==> config.mk <==
export PLATFORM = sky130hd
export DESIGN_NAME = pc_sequencer
export DESIGN_NICKNAME = d
export VERILOG_FILES = /design/src/rtl/pc_seq_pkg.sv /design/src/rtl/sat_counter.sv /design/src/rtl/pc_sequencer.sv
export SDC_FILE = /design/constraint.sdc
export NUM_CORES = 1
export LEC_CHECK = 0
export ABC_AREA = 1
export ABC_CLOCK_PERIOD_IN_PS = 4100
export BUFFER_PORTS_ARGS = -buffer_cell sky130_fd_sc_hd__buf_2
export CAP_MARGIN = 20
export CORE_MARGIN = 5
export CORE_UTILIZATION = 57
export CTS_CLUSTER_DIAMETER = 80
export DETAILED_ROUTE_END_ITERATION = 10
export PLACE_DENSITY = 0.84
export RECOVER_POWER = 25
export SLEW_MARGIN = 10
export SYNTH_ARGS = -nofsm -noshare
export SYNTH_HDL_FRONTEND = slang
export SYNTH_HIERARCHICAL = 1
export SYNTH_SLANG_ARGS = --single-unit
==> constraint.sdc <==
create_clock -name clk -period 4.1 [get_ports clk]
set_clock_uncertainty 0.15 [all_clocks]
set_input_delay 0.41 -clock clk [delete_from_list [all_inputs] [get_ports clk]]
set_output_delay 0.41 -clock clk [all_outputs]
set_load 0.01 [all_outputs]
==> src/rtl/pc_seq_pkg.sv <==
// pc_seq_pkg: shared state encoding and address-space defaults for the pc sequencer,
// branch unit target table and instruction memory.
package pc_seq_pkg;
    typedef enum logic [1:0] {IDLE, RUN, DONE} state_t;
    localparam int PC_W_DEF     = 10;
    localparam int START_PC_DEF = 0;
    localparam int CNT_W_DEF    = 16;
endpackage

==> src/rtl/sat_counter.sv <==
// sat_counter: W-bit up counter that sticks at all-ones.
// Ports: clk, reset (sync, active-high), clr (sync clear), inc (count enable), cnt (value).
module sat_counter #(
    parameter int W = 16
) (
    input  logic         clk,
    input  logic         reset,
    input  logic         clr,
    input  logic         inc,
    output logic [W-1:0] cnt
);
    always_ff @(posedge clk)
        if (reset || clr) cnt <= '0;
        else if (inc && !(&cnt)) cnt <= cnt + 1'b1;
endmodule

==> src/rtl/pc_sequencer.sv <==
// pc_sequencer: program counter and IDLE/RUN/DONE run control with start/done host handshake.
// Ports: clk, reset (sync, active-high); start, stall, halt_instr, branch, branch_target in;
// pc, running, done, overflow, cycle_count out; taken_count out when BRANCH_STATS_EN is defined.
module pc_sequencer
    import pc_seq_pkg::*;
#(
    parameter int PC_W     = PC_W_DEF,
    parameter int START_PC = START_PC_DEF,
    parameter int CNT_W    = CNT_W_DEF
) (
    input  logic             clk,
    input  logic             reset,
    input  logic             start,
    input  logic             stall,
    input  logic             halt_instr,
    input  logic             branch,
    input  logic [PC_W-1:0]  branch_target,
    output logic [PC_W-1:0]  pc,
    output logic             running,
    output logic             done,
    output logic             overflow,
`ifdef BRANCH_STATS_EN
    output logic [CNT_W-1:0] taken_count,
`endif
    output logic [CNT_W-1:0] cycle_count
);
    state_t          state, state_n;
    logic [PC_W-1:0] pc_n;
    logic            overflow_n;
    logic            load;
    logic            in_run;

    assign in_run  = state == RUN;
    assign load    = start && !in_run;
    assign running = in_run;
    assign done    = state == DONE;

    always_ff @(posedge clk)
        if (reset) begin
            state    <= IDLE;
            pc       <= PC_W'(START_PC);
            overflow <= 1'b0;
        end else begin
            state    <= state_n;
            pc       <= pc_n;
            overflow <= overflow_n;
        end

    always_comb begin
        state_n    = state;
        pc_n       = pc;
        overflow_n = overflow;
        if (load) begin
            state_n    = RUN;
            pc_n       = PC_W'(START_PC);
            overflow_n = 1'b0;
        end else if (in_run && !stall) begin
            if (halt_instr) state_n = DONE;
            else if (branch) pc_n = branch_target;
            // Stop at the top of memory instead of silently wrapping to 0.
            else if (&pc) begin
                state_n    = DONE;
                overflow_n = 1'b1;
            end else pc_n = pc + 1'b1;
        end
    end

    sat_counter #(.W(CNT_W)) u_cycle (
        .clk(clk), .reset(reset), .clr(load), .inc(in_run), .cnt(cycle_count)
    );

`ifdef BRANCH_STATS_EN
    sat_counter #(.W(CNT_W)) u_taken (
        .clk(clk), .reset(reset), .clr(load),
        .inc(in_run && !stall && !halt_instr && branch), .cnt(taken_count)
    );
`endif
endmodule

==> metrics.md <==
| Metric | Value |
|---|---|
| Max Cap Viol | `0` |
| Top FF cell, synth | `dfxtp_1` |
| Drc violations | `0` |
| GP Congestion | `approximately 0.90` |
| Total grt overflow | `0` |
| Tmin final | `2.00 ns` |
| Vias in the first global route | `roughly 1,700` |
| Mux cell area share after synthesis | `0` |
| TritonCTS clock tree | `yes` |
| DR vias/cell | `just over 5` |
| Synth warn | `6` |
| Slew @ Worst Pin | `0.943 ns` |
| PwrDens | `~250 nW/um^2` |
| DRT Pass-1 Iters | `4` |
| Number of enable flip-flop cells after synthesis | `0` |
| Mapped Cells | `281` |
| Crit-path max FO | `15` |
| Share of flip-flops with an asynchronous set or reset | `0` |
| Seq/Total Area, Yosys | `0.318` |
| Yosys cell types | `29` |
| Via Count | `around 1,900` |
| Syn_area_per_cell | `roughly 6.5 um^2` |
| DR iter-0 viols | `73` |
| Clock edge transition at the registers on the reported setup and hold paths | `0.09 ns` |
| CTS resizes | `0` |
| Fin crit share | `0.487` |
| Largest area contributor in the netlist | `dfxtp_1` |
| Xor and xnor fraction of the mapped netlist area | `0.00480` |
| Number of nets in the layout | `347` |
| Crit. End Element | `register` |
| Simple-gate share of the synthesized area | `0.487` |
| Initial Utilization | `0.597` |
| Post-CTS setup buffer count | `0` |
| Register bit count reported by yosys | `29` |
| Setup crit start kind | `register` |
| Post-synthesis cell area | `between 1500 and 2000 um^2` |
| RSZ-0062 raised after global routing | `no` |
| Detail Route Antenna Nets | `0` |
| Die Wd | `between 60 and 70 um` |
| Fraction of the mapped netlist area in compound gates | `0.0968` |
| Placed wire-length estimate | `approximately 3200 um` |
| # hold bufs at CTS | `0` |
| Critical Path AT | `2.11 ns` |
| Max-Slew Margin vs Limit | `0.369` |
| Number of I/O pins | `between 40 and 50` |
| Setup TNS | `0 ns` |
| Final Hold Fails | `0` |
| Final setup vio count | `0` |
| DR WL/cell | `around 12 um` |
| Initial antenna violation count | `0` |
| Static leakage | `approximately 0.86 nW` |
| IO Port Bufs | `44` |
| Clk root buf | `clkbuf_4` |
| Pin count of the biggest net entering global routing | `16` |
| Status | `complete, no violations` |
| Later-pin clock latency in the skew report | `between 0.3 and 0.4 ns` |
| FP Rows | `20` |
| First-pass GRT wire length | `~7300 um` |
| Max-slew violations | `0` |
| Max Buffers Root-to-Sink | `2` |
| Largest family of logic cells by synthesized area | `simple AND/OR/NAND/NOR gates` |
| WS Path Type | `register to register` |
| Gr usage total | `0.211` |
| Die ar. | `between 4000 and 5000 um^2` |
| Top-area cell type share of the netlist area | `0.318` |
| Die Y-Extent | `around 67 um` |
| Sink Count | `29` |
| Share of cells above drive strength 1 | `0.185` |
| # diodes | `0` |
| Fmax | `501 MHz` |
| Syn Nets | `roughly 300` |
| Pre-CTS WS | `approximately 2.1 ns` |
| CTS buffer count | `5` |
| Synth-to-Final Area Change | `15.7%` |
| Worst min-delay path class | `primary input to register` |
| Core area | `3050 um^2` |
| Adder-Cell Fraction of Synth Area | `0.0137` |
| H-tree levels | `2` |
| Final setup margin | `between 2 and 2.5 ns` |
| Routed Wire Length | `roughly 4300 um` |
| CP Data Required Time | `4.21 ns` |
| Peak VDD IR | `between 0.00015 and 0.0002 V` |
| Largest cells by area after synthesis | `dfxtp_1, nand2_1, nor2_1` |
[layer usage]
| layer | vias up | global-route usage | wire length, um |
|---|---|---|---|
| li1 | 997 | - | - |
| met1 | 859 | 0.280 | 2090 |
| met2 | 45 | 0.332 | 1930 |
| met3 | 5 | 0.0422 | 235 |
| met4 | 0 | 0.0838 | 52 |
| met5 | - | 0 | 0 |
[flip-flops by register name, indices dropped and copies added (netlist names)]
name	cells
pc	10
overflow	1
u_cycle/cnt	16
state	2
[final timing paths]
check	end	from	cells after the start	slack, ns
setup reg to reg	u_cycle/cnt[0]$_SDFFE_PP0P_	state[1]$_SDFFE_PP0P_	7	2.10
setup / recovery	u_cycle/cnt[0]$_SDFFE_PP0P_	state[1]$_SDFFE_PP0P_	7	2.10
hold reg to reg	overflow$_SDFFE_PP0P_	overflow$_SDFFE_PP0P_	2	0.31
hold / removal	state[0]$_SDFFE_PP0P_	reset	2	0.14
[kinds of logic after synthesis]
| logic type | Yosys count |
|---|---|
| AND/OR/NAND/NOR | 182 |
| AO/OA/AOI/OAI | 34 |
| buffers and inverters | 33 |
| flip-flops | 29 |
| adder cells (fa/ha/maj) | 2 |
| XOR/XNOR | 1 |
[where the power goes]
group          switching (W)  internal, W  total (W)
logic              0.0000379    0.0000202  0.0000581
registers         0.00000461     0.000286   0.000290
clock network       0.000101    0.0000808   0.000182
[synthesized netlist by cell type, types with 2 or more instances]
master,count
nand3_1,25
nor2_4,7
dfxtp_1,29
a21oi_1,19
o21ai_0,12
nor3_1,2
buf_6,2
nand2_2,5
nand2_1,77
nand3_2,3
ha_1,2
nor2_2,3
nor2_1,49
nand3b_1,2
nand4_1,3
inv_1,28
[layout make-up]
type | count | area [um^2]
tap | 44 | 55.1
fill | 298 | 943
sequential | 29 | 581
multi-input combinational | 219 | 1100
inverter | 30 | 118
timing repair buffer | 44 | 203
clock buffer | 7 | 55.1
[worst max-delay path, cell delays in order (launching register included)]
cell and delay, ns:
dfxtp_1 0.31, inv_1 0.08, nand2_1 0.13, nand2_1 0.11, inv_1 0.08, nor2_1 0.73
o21ai_0 0.19, nor2_1 0.14
[cell usage in the layout, fill, tap and decap left out, types with 2 or more instances in the layout]
cell type,instances
nand2_1,77
nor2_4,7
ha_1,2
nand3b_1,2
buf_2,30
dfxtp_1,29
nor3_1,2
o21ai_0,12
nand3_2,3
nand2_2,5
nand3_1,25
a21oi_1,19
nor2_1,49
inv_1,28
clkbuf_4,5
nor2_2,3
nand4_1,3
clkbuf_1,15
[through the flow]
step           power [W]  utilization  std cells  hold slack [ns]  instance area, um^2
6_report        0.000530        0.691        373            0.143                 2110
5_1_grt         0.000551        0.691        373            0.143                 2110
4_1_cts         0.000535        0.697        373            0.134                 2130
3_5_place_dp    0.000355        0.679        366            0.294                 2070
3_3_place_gp    0.000354        0.679        366            0.285                 2070
2_1_floorplan   0.000335            -        281            0.296                 1820
Note: power is estimated with default switching activity, not from simulation.
